`src/rtl/encoder_scan.sv`:
```
// Sequential 8-to-3 encoder: latches a bit-vector on a load strobe, then
// emits the index of every set bit, lowest first, one per valid/ready transfer.
module encoder_scan #(
    parameter int unsigned N = 3
) (
    input  logic              clk,
    input  logic              rst,
    input  logic              e,
    input  logic [2**N-1:0]   D,
    output logic              busy,
    output logic [N-1:0]      a,
    output logic              v,
    input  logic              rdy,
    output logic [N:0]        cnt,
    output logic              done
);

    localparam int unsigned W = 2**N;

    typedef enum logic [0:0] {StIdle, StScan} state_e;

    state_e         state_q, state_d;
    logic [W-1:0]   p_q, p_d;
    logic [N:0]     cnt_q, cnt_d;
    logic           done_q, done_d;

    logic [N-1:0]   low_idx;
    logic [N:0]     pop_d;
    logic [W-1:0]   p_clr;
    logic           xfer;

    // Priority scan from the top down so the lowest set bit wins.
    always_comb begin
        low_idx = '0;
        for (int i = W - 1; i >= 0; i--) begin
            if (p_q[i]) begin
                low_idx = N'(i);
            end
        end
    end

    always_comb begin
        pop_d = '0;
        for (int i = 0; i < W; i++) begin
            pop_d = pop_d + {{N{1'b0}}, D[i]};
        end
    end

    assign xfer  = (state_q == StScan) && rdy;
    assign p_clr = p_q & ~(W'(1) << low_idx);

    always_comb begin
        state_d = state_q;
        p_d     = p_q;
        cnt_d   = cnt_q;
        done_d  = 1'b0;
        unique case (state_q)
            StIdle: begin
                if (e) begin
                    p_d   = D;
                    cnt_d = pop_d;
                    if (D != '0) begin
                        state_d = StScan;
                    end else begin
                        done_d = 1'b1;
                    end
                end
            end
            StScan: begin
                if (xfer) begin
                    p_d   = p_clr;
                    cnt_d = cnt_q - (N+1)'(1);
                    if (p_clr == '0) begin
                        state_d = StIdle;
                        done_d  = 1'b1;
                    end
                end
            end
            default: state_d = StIdle;
        endcase
    end

    always_ff @(posedge clk) begin
        if (rst) begin
            state_q <= StIdle;
            p_q     <= '0;
            cnt_q   <= '0;
            done_q  <= 1'b0;
        end else begin
            state_q <= state_d;
            p_q     <= p_d;
            cnt_q   <= cnt_d;
            done_q  <= done_d;
        end
    end

    assign busy = (state_q == StScan);
    assign v    = (state_q == StScan);
    assign a    = v ? low_idx : '0;
    assign cnt  = cnt_q;
    assign done = done_q;

endmodule

```
`config.mk`:
```
export PLATFORM = sky130hd
export DESIGN_NAME = encoder_scan
export DESIGN_NICKNAME = d
export VERILOG_FILES = /design/src/rtl/encoder_scan.sv
export SDC_FILE = /design/constraint.sdc
export NUM_CORES = 1
export LEC_CHECK = 0
export ABC_AREA = 1
export CORE_MARGIN = 1.5
export CORE_UTILIZATION = 33
export CTS_CLUSTER_DIAMETER = 50
export DETAILED_ROUTE_END_ITERATION = 8
export PLACE_DENSITY = 0.62
export SLEW_MARGIN = 20
export SYNTH_ARGS = -nofsm -noshare
export SYNTH_HDL_FRONTEND = slang
export SYNTH_SLANG_ARGS = --single-unit
export TNS_END_PERCENT = 30
```
`constraint.sdc`:
```
create_clock -name clk -period 4.4 [get_ports clk]
set_input_delay 1.32 -clock clk [delete_from_list [all_inputs] [get_ports clk]]
set_output_delay 1.32 -clock clk [all_outputs]
set_load 0.05 [all_outputs]
```
==> impl_metrics.env, run 1 <==
export IMPL_dpl_hpwl_mm=2.16
export IMPL_crit_fanout=2
export IMPL_fraction_of_final_layout_cells_sized_beyond_drive_strength_1_pct=11.2
export IMPL_final_setup_tns_ps=0
export IMPL_worst_r2r_path_depth=7
export IMPL_grt_antenna_before_repair=0
export IMPL_initial_utilization_pct=34.8
export IMPL_track_usage_pct=17.9
export IMPL_postCtsSetupRepairBufs=0
export IMPL_end_kind="flop"
export IMPL_p_leak_nw=0.600
export IMPL_power_frac_comb_pct=44.6
export IMPL_dieHeight_um=59.8
export IMPL_timing_hold_worst_class="reg -> reg"
export IMPL_synthesis_instances=156
export IMPL_cts_buffer_depth=2
export IMPL_cts_root_buf="clkbuf_4"
export IMPL_most_common_library_cell_in_the_layout_ignoring_fill_and_taps="nand2_1"
export IMPL_max_vdd_ir_drop_v=0.000132
export IMPL_clock_fmax_ghz=0.236
export IMPL_drc=0
export IMPL_most_common_layout_cells="nand2_1, inv_1, clkdlybuf4s50_1, dfxtp_1, a21oi_1"
export IMPL_global_route_overflow_total=0
export IMPL_die_width_um=59.8
export IMPL_drt_first_pass_iters=4
export IMPL_reg_to_reg_critical_path_endpoint="p_q[3]"
export IMPL_design_core_area_um2=3050
export IMPL_netlist_top_cells_area="dfxtp_1, nand2_1, inv_1"
export IMPL_seqCellArea_um2=280
export IMPL_tritoncts="yes"
export IMPL_timing_max_slew_rel_slack_pct=53.8
export IMPL_clock_sinks=14
export IMPL_reg2reg_slack_ps=2470
export IMPL_hold_viol=0
export IMPL_cts_resized=0
export IMPL_finalCriticalPeriod_ps=4240
export IMPL_fill_cells=353
export IMPL_clk_transition_reported_paths_ps=100
export IMPL_mappedNetlistNets=177
export IMPL_final_number_of_max_transition_violations=0
export IMPL_cp_required_ps=4570
export IMPL_yosys_register_bits=14
export IMPL_pwr_share_clk_pct=20.9
export IMPL_timing_critical_path_from_type="primary input"
export IMPL_layout_core_utilization_pct=44.3
export IMPL_grt_setup_unrepaired="no"
export IMPL_seq_power_share_pct=34.5
export IMPL_cellInternalPower_uw=273
export IMPL_area_delta_synth_final_pct=27.3
export IMPL_postRouteAntennaNets=0
export IMPL_port_buffers=21
export IMPL_tritoncts_buffer_count=3
export IMPL_io_pins=22
export IMPL_grt_max_degree=22
export IMPL_critPathKind="in -> reg"
export IMPL_holdBufCountCts=0
export IMPL_grt_first_pass_wirelength_mm=4.80
export IMPL_synth_area_per_cell_um2=6.82
export IMPL_detail_route_vias_per_cell=4.76
export IMPL_number_of_global_route_vias_before_repair=1084
export IMPL_fin_skew_ps=15.1
export IMPL_post_synth_num_cell_types=28
export IMPL_routed_wl_mm=2.69
export IMPL_final_cell_count_without_fillers=223
export IMPL_final_cycle_share_pct=96.4
export IMPL_critPathCapture="cnt[1]"
export IMPL_drtIter0Drc=67
export IMPL_worstPathArrival_ps=4410
export IMPL_run_status="finished, final reports clean"
export IMPL_timing_rr_start="busy"
export IMPL_worst_slew_pin_slew_ps=692
export IMPL_synth_seq_area_share_pct=26.4
export IMPL_drv_cap=0
export IMPL_worst_skew_pair_late_latency_ps=290
export IMPL_synth_top_area_share_pct=26.4
export IMPL_synth_area_leader_cell="dfxtp_1"
export IMPL_crit_path_start="D[0]"
export IMPL_power_switching_share_pct=40.9
export IMPL_multi_input_comb_area_um2=637
export IMPL_power_switching_uw=188
export IMPL_antennaDiodeCount=0
export IMPL_ys_warn_count=0
export IMPL_mappedNetlistArea_um2=1060
export IMPL_dp_cells=219
export IMPL_place_congestion=0.814
export IMPL_design_final_nets=201
export IMPL_num_vias=1061
export IMPL_power_density_nw_per_um2=341
export IMPL_fp_dieArea_um2=3570
export IMPL_setup_violations=0
export IMPL_rows=20
export IMPL_htree_levels=1
export IMPL_wire_per_inst_um=12.1
[area by class of cell]
cell class	instances	area share, %
clock buffers	4	2.68
inverters	30	8.32
multi-input cells	107	47.0
flip-flops and latches	14	20.7
well taps	44	4.07
repair buffers	24	17.2
[power groups by stage]
stage | Sequential (mW) | Combinational (mW) | Clock [mW]
4_1_cts | 0.159 | 0.206 | 0.0993
3_5_place_dp | 0.162 | 0.205 | 0
3_3_place_gp | 0.161 | 0.198 | 0
6_report | 0.159 | 0.206 | 0.0963
2_1_floorplan | 0.178 | 0.130 | 0
5_1_grt | 0.163 | 0.231 | 0.105
[critical path: stages]
cell and delay [ps]:
clkdlybuf4s50_1 460, fa_1 560, inv_1 50, fa_1 510, fa_1 420, inv_1 70, ha_1 170, inv_1 60
fa_1 470, nor2_1 40, nor3_1 210, a211oi_1 60
[layer usage]
layer,up-vias,part of all wire [%],GRT usage [%]
met3,4,1.9,2.16
met2,16,51,30.4
met5,-,0,0
li1,540,-,-
met1,501,45,22.9
met4,0,1.6,6.67
[registers in the layout (all words and copies together) (netlist names)]
register  cells
p_q           8
busy          1
cnt           4
done          1
[Yosys cell counts]
cell,instances
clkbuf_1,2
nor2_2,3
xnor2_1,2
a21oi_1,13
ha_1,5
o21ai_0,7
nor2_1,7
inv_2,4
nand3b_1,1
nor2_4,1
or2_2,1
nand3_1,1
fa_1,4
a211oi_1,1
dfxtp_1,14
buf_4,2
nand4_1,4
inv_1,26
nor4_1,1
nand2_1,37
nand2_2,4
xor2_1,1
o211ai_1,7
buf_6,1
or2_1,1
nor3_1,4
o21ai_1,1
a31oi_1,1
[how the worst min path moves through the flow]
stage,startpoint,endpoint,slack (ps),cells past startpoint
finish,p_q[7],p_q[7],510,2
global route,p_q[1],p_q[1],550,2
CTS,p_q[7],p_q[7],510,2
detailed placement,p_q[7],p_q[7],500,2
global placement,p_q[6],p_q[6],490,2
floorplan,p_q[6],p_q[6],470,2
[through the flow]
step | area (µm²) | setup slack [ps] | total power, mW | hold WS (ps)
after floorplan | 1060 | 530 | 0.308 | 469
after global routing | 1350 | 40.5 | 0.498 | 549
after detailed placement | 1320 | -144 | 0.367 | 498
final | 1350 | 158 | 0.461 | 509
after global placement | 1320 | -10.9 | 0.359 | 491
after CTS | 1350 | 176 | 0.465 | 514
[cells by family after synthesis]
| logic type | Yosys count | share of synthesized area, % |
|---|---|---|
| AOI/OAI and AO/OA | 30 | 16.1 |
| xor gates and xnor gates | 3 | 2.47 |
| adders and majority gates | 9 | 13.4 |
| buffers and inverters | 35 | 13.8 |
| DFF | 14 | 26.4 |
| and+or+nand+nor | 65 | 27.9 |
Note: power is estimated with default switching activity, not from simulation.
==> run 2, diff against run 1 <==
--- a/config.mk
+++ b/config.mk
@@ -15,4 +15,4 @@
 export SYNTH_ARGS = -nofsm -noshare
 export SYNTH_HDL_FRONTEND = slang
 export SYNTH_SLANG_ARGS = --single-unit
-export TNS_END_PERCENT = 30
+export TNS_END_PERCENT = 1
==> results of run 2 <==
Same layout as run 1: the final DEF is identical, and so are final timing and power.
==> run 3, diff against run 2 <==
--- a/config.mk
+++ b/config.mk
@@ -6,7 +6,7 @@
 export NUM_CORES = 1
 export LEC_CHECK = 0
 export ABC_AREA = 1
-export CORE_MARGIN = 1.5
+export CORE_MARGIN = 2
 export CORE_UTILIZATION = 33
 export CTS_CLUSTER_DIAMETER = 50
 export DETAILED_ROUTE_END_ITERATION = 8
==> run 3 against run 2 <==
  * Total power decreased by 1.6%
  * Global-route usage decreased by 2.8 points
  * Flip-flop and latch count unchanged
  * Hold slack improved by 2.4 ps
  * Worst setup slack improved by 99 ps
  * Via count decreased by 2.8%
  * Largest cell class unchanged
==> impl_metrics.env, run 3 (synthesis gave the netlist of run 1 again) <==
export IMPL_most_common_layout_cells="nand2_1, inv_1, clkdlybuf4s50_1, dfxtp_1, a21oi_1"
export IMPL_antennaDiodeCount=0
export IMPL_wp_buf_inv=4
export IMPL_hold_path_startpoint="p_q[7]"
export IMPL_p_leak_nw=0.605
export IMPL_drc=0
export IMPL_worstPathArrival_ps=4300
export IMPL_cts_root_buf="clkbuf_4"
export IMPL_rows=20
export IMPL_timing_critical_path_from_type="primary input"
export IMPL_global_route_overflow_total=0
export IMPL_fin_skew_ps=10.6
export IMPL_drtIter0Drc=40
export IMPL_cts_buffer_depth=2
export IMPL_critPathKind="in -> reg"
export IMPL_track_usage_pct=15.1
export IMPL_holdWs_ps=512
export IMPL_clock_sinks=14
export IMPL_final_cell_count_without_fillers=224
export IMPL_final_number_of_max_transition_violations=0
export IMPL_wire_per_inst_um=10.8
export IMPL_routed_wl_mm=2.43
export IMPL_design_core_area_um2=3050
export IMPL_cpLargestDelayFamily="adder cells"
export IMPL_setup_violations=0
export IMPL_drv_cap=0
export IMPL_fill_cells=338
export IMPL_report_power_total_uw=454
export IMPL_grt_setup_unrepaired="no"
export IMPL_finalCriticalPeriod_ps=4140
export IMPL_tritoncts="yes"
export IMPL_postCtsSetupRepairBufs=0
export IMPL_grt_first_pass_wirelength_mm=4.20
export IMPL_dieHeight_um=60.8
export IMPL_cp_cell_sequence="clkdlybuf4s50_1 -> fa_1 -> inv_1 -> fa_1 -> fa_1 -> inv_1 -> ha_1 -> inv_1 -> fa_1 -> nor2_1 -> nor3_1 -> a211oi_1"
export IMPL_cts_resized=0
export IMPL_place_congestion=0.804
export IMPL_seqCellArea_um2=280
export IMPL_max_vdd_ir_drop_v=0.000173
export IMPL_crit_path_top_delay_cell="fa_1"
export IMPL_crit_path_start="D[0]"
export IMPL_num_vias=1031
export IMPL_tritoncts_buffer_count=3
export IMPL_placed_area_um2=1330
export IMPL_timing_rr_start="busy"
export IMPL_detail_route_vias_per_cell=4.60
export IMPL_die_width_um=60.8
export IMPL_grt_max_degree=21
export IMPL_number_of_global_route_vias_before_repair=990
export IMPL_stdcell_area_um2=1360
export IMPL_most_common_library_cell_in_the_layout_ignoring_fill_and_taps="nand2_1"
export IMPL_postRouteAntennaNets=0
export IMPL_worst_slew_pin_slew_ps=494
export IMPL_holdBufCountCts=0
export IMPL_htree_levels=1
export IMPL_largest_register_ff_count=8
export IMPL_power_density_nw_per_um2=333
export IMPL_dpl_hpwl_mm=1.99
export IMPL_end_kind="flop"
export IMPL_clk_transition_reported_paths_ps=90
export IMPL_timing_hold_worst_class="reg -> reg"
export IMPL_final_cycle_share_pct=94.2
export IMPL_crit_fanout=2
export IMPL_max_stage_delay_ps=550
export IMPL_worst_skew_pair_late_latency_ps=280
export IMPL_hold_viol=0
export IMPL_area_delta_synth_final_pct=28.0
export IMPL_run_status="finished, final reports clean"
export IMPL_grt_antenna_before_repair=0
export IMPL_critPathMostFrequentCell="fa_1"
export IMPL_final_setup_tns_ps=0
export IMPL_clock_fmax_ghz=0.241
export IMPL_dp_cells=220
export IMPL_cp_required_ps=4560
export IMPL_fraction_of_final_layout_cells_sized_beyond_drive_strength_1_pct=11.7
export IMPL_design_final_nets=202
export IMPL_initial_utilization_pct=34.8
export IMPL_io_pins=22
export IMPL_drt_first_pass_iters=4
export IMPL_port_buffers=21
export IMPL_multi_input_comb_area_um2=637
export IMPL_regMostFlops="p_q"
export IMPL_fp_dieArea_um2=3690
export IMPL_timing_max_slew_rel_slack_pct=67.0
==> run 3: worst reg2reg max path: stages, from the launching register on <==
cell and delay, ps:
dfxtp_1 350, buf_4 230, nand2_1 110, or2_1 240, inv_1 60, nand2_1 50, nor2_1 80, nand4_1 150
nand2_1 90, a21oi_1 50
==> run 3: cell type report <==
| class | instances | area share (%) |
|---|---|---|
| clock buffers | 4 | 2.67 |
| multi-input cells | 107 | 46.8 |
| well taps | 44 | 4.04 |
| inverters | 30 | 8.27 |
| flip-flops and latches | 14 | 20.6 |
| repair buffers | 25 | 17.6 |
==> run 3: stage by stage <==
step                setup WS [ps]  util (%)
finish                        257      44.6
CTS                           249      44.6
detailed placement          -59.2      43.4
floorplan                     530         -
global placement             10.7      43.4
global route                 84.7      44.6
==> run 3: final timing paths <==
kind | end | slack [ps] | cells past startpoint
setup reg to reg | busy | 2860 | 9
hold / removal | p_q[7] | 510 | 2
hold reg to reg | p_q[7] | 510 | 2
setup / recovery | cnt[1] | 260 | 12
==> run 3: power breakdown <==
group	total [mW]	leakage [nW]	internal (mW)	switching (mW)
clock	0.0931	0.0210	0.0503	0.0428
combinational	0.206	0.468	0.0816	0.125
sequential	0.154	0.116	0.140	0.0141
==> run 3: per-layer routing <==
metal / vias up / part of all wire, % / GRT usage, %
met2: 13 / 51 / 25.5
met4: 0 / 0.82 / 4.66
li1: 551 / - / -
met3: 2 / 1.7 / 1.28
met5: - / 0 / 0
met1: 465 / 47 / 20.4
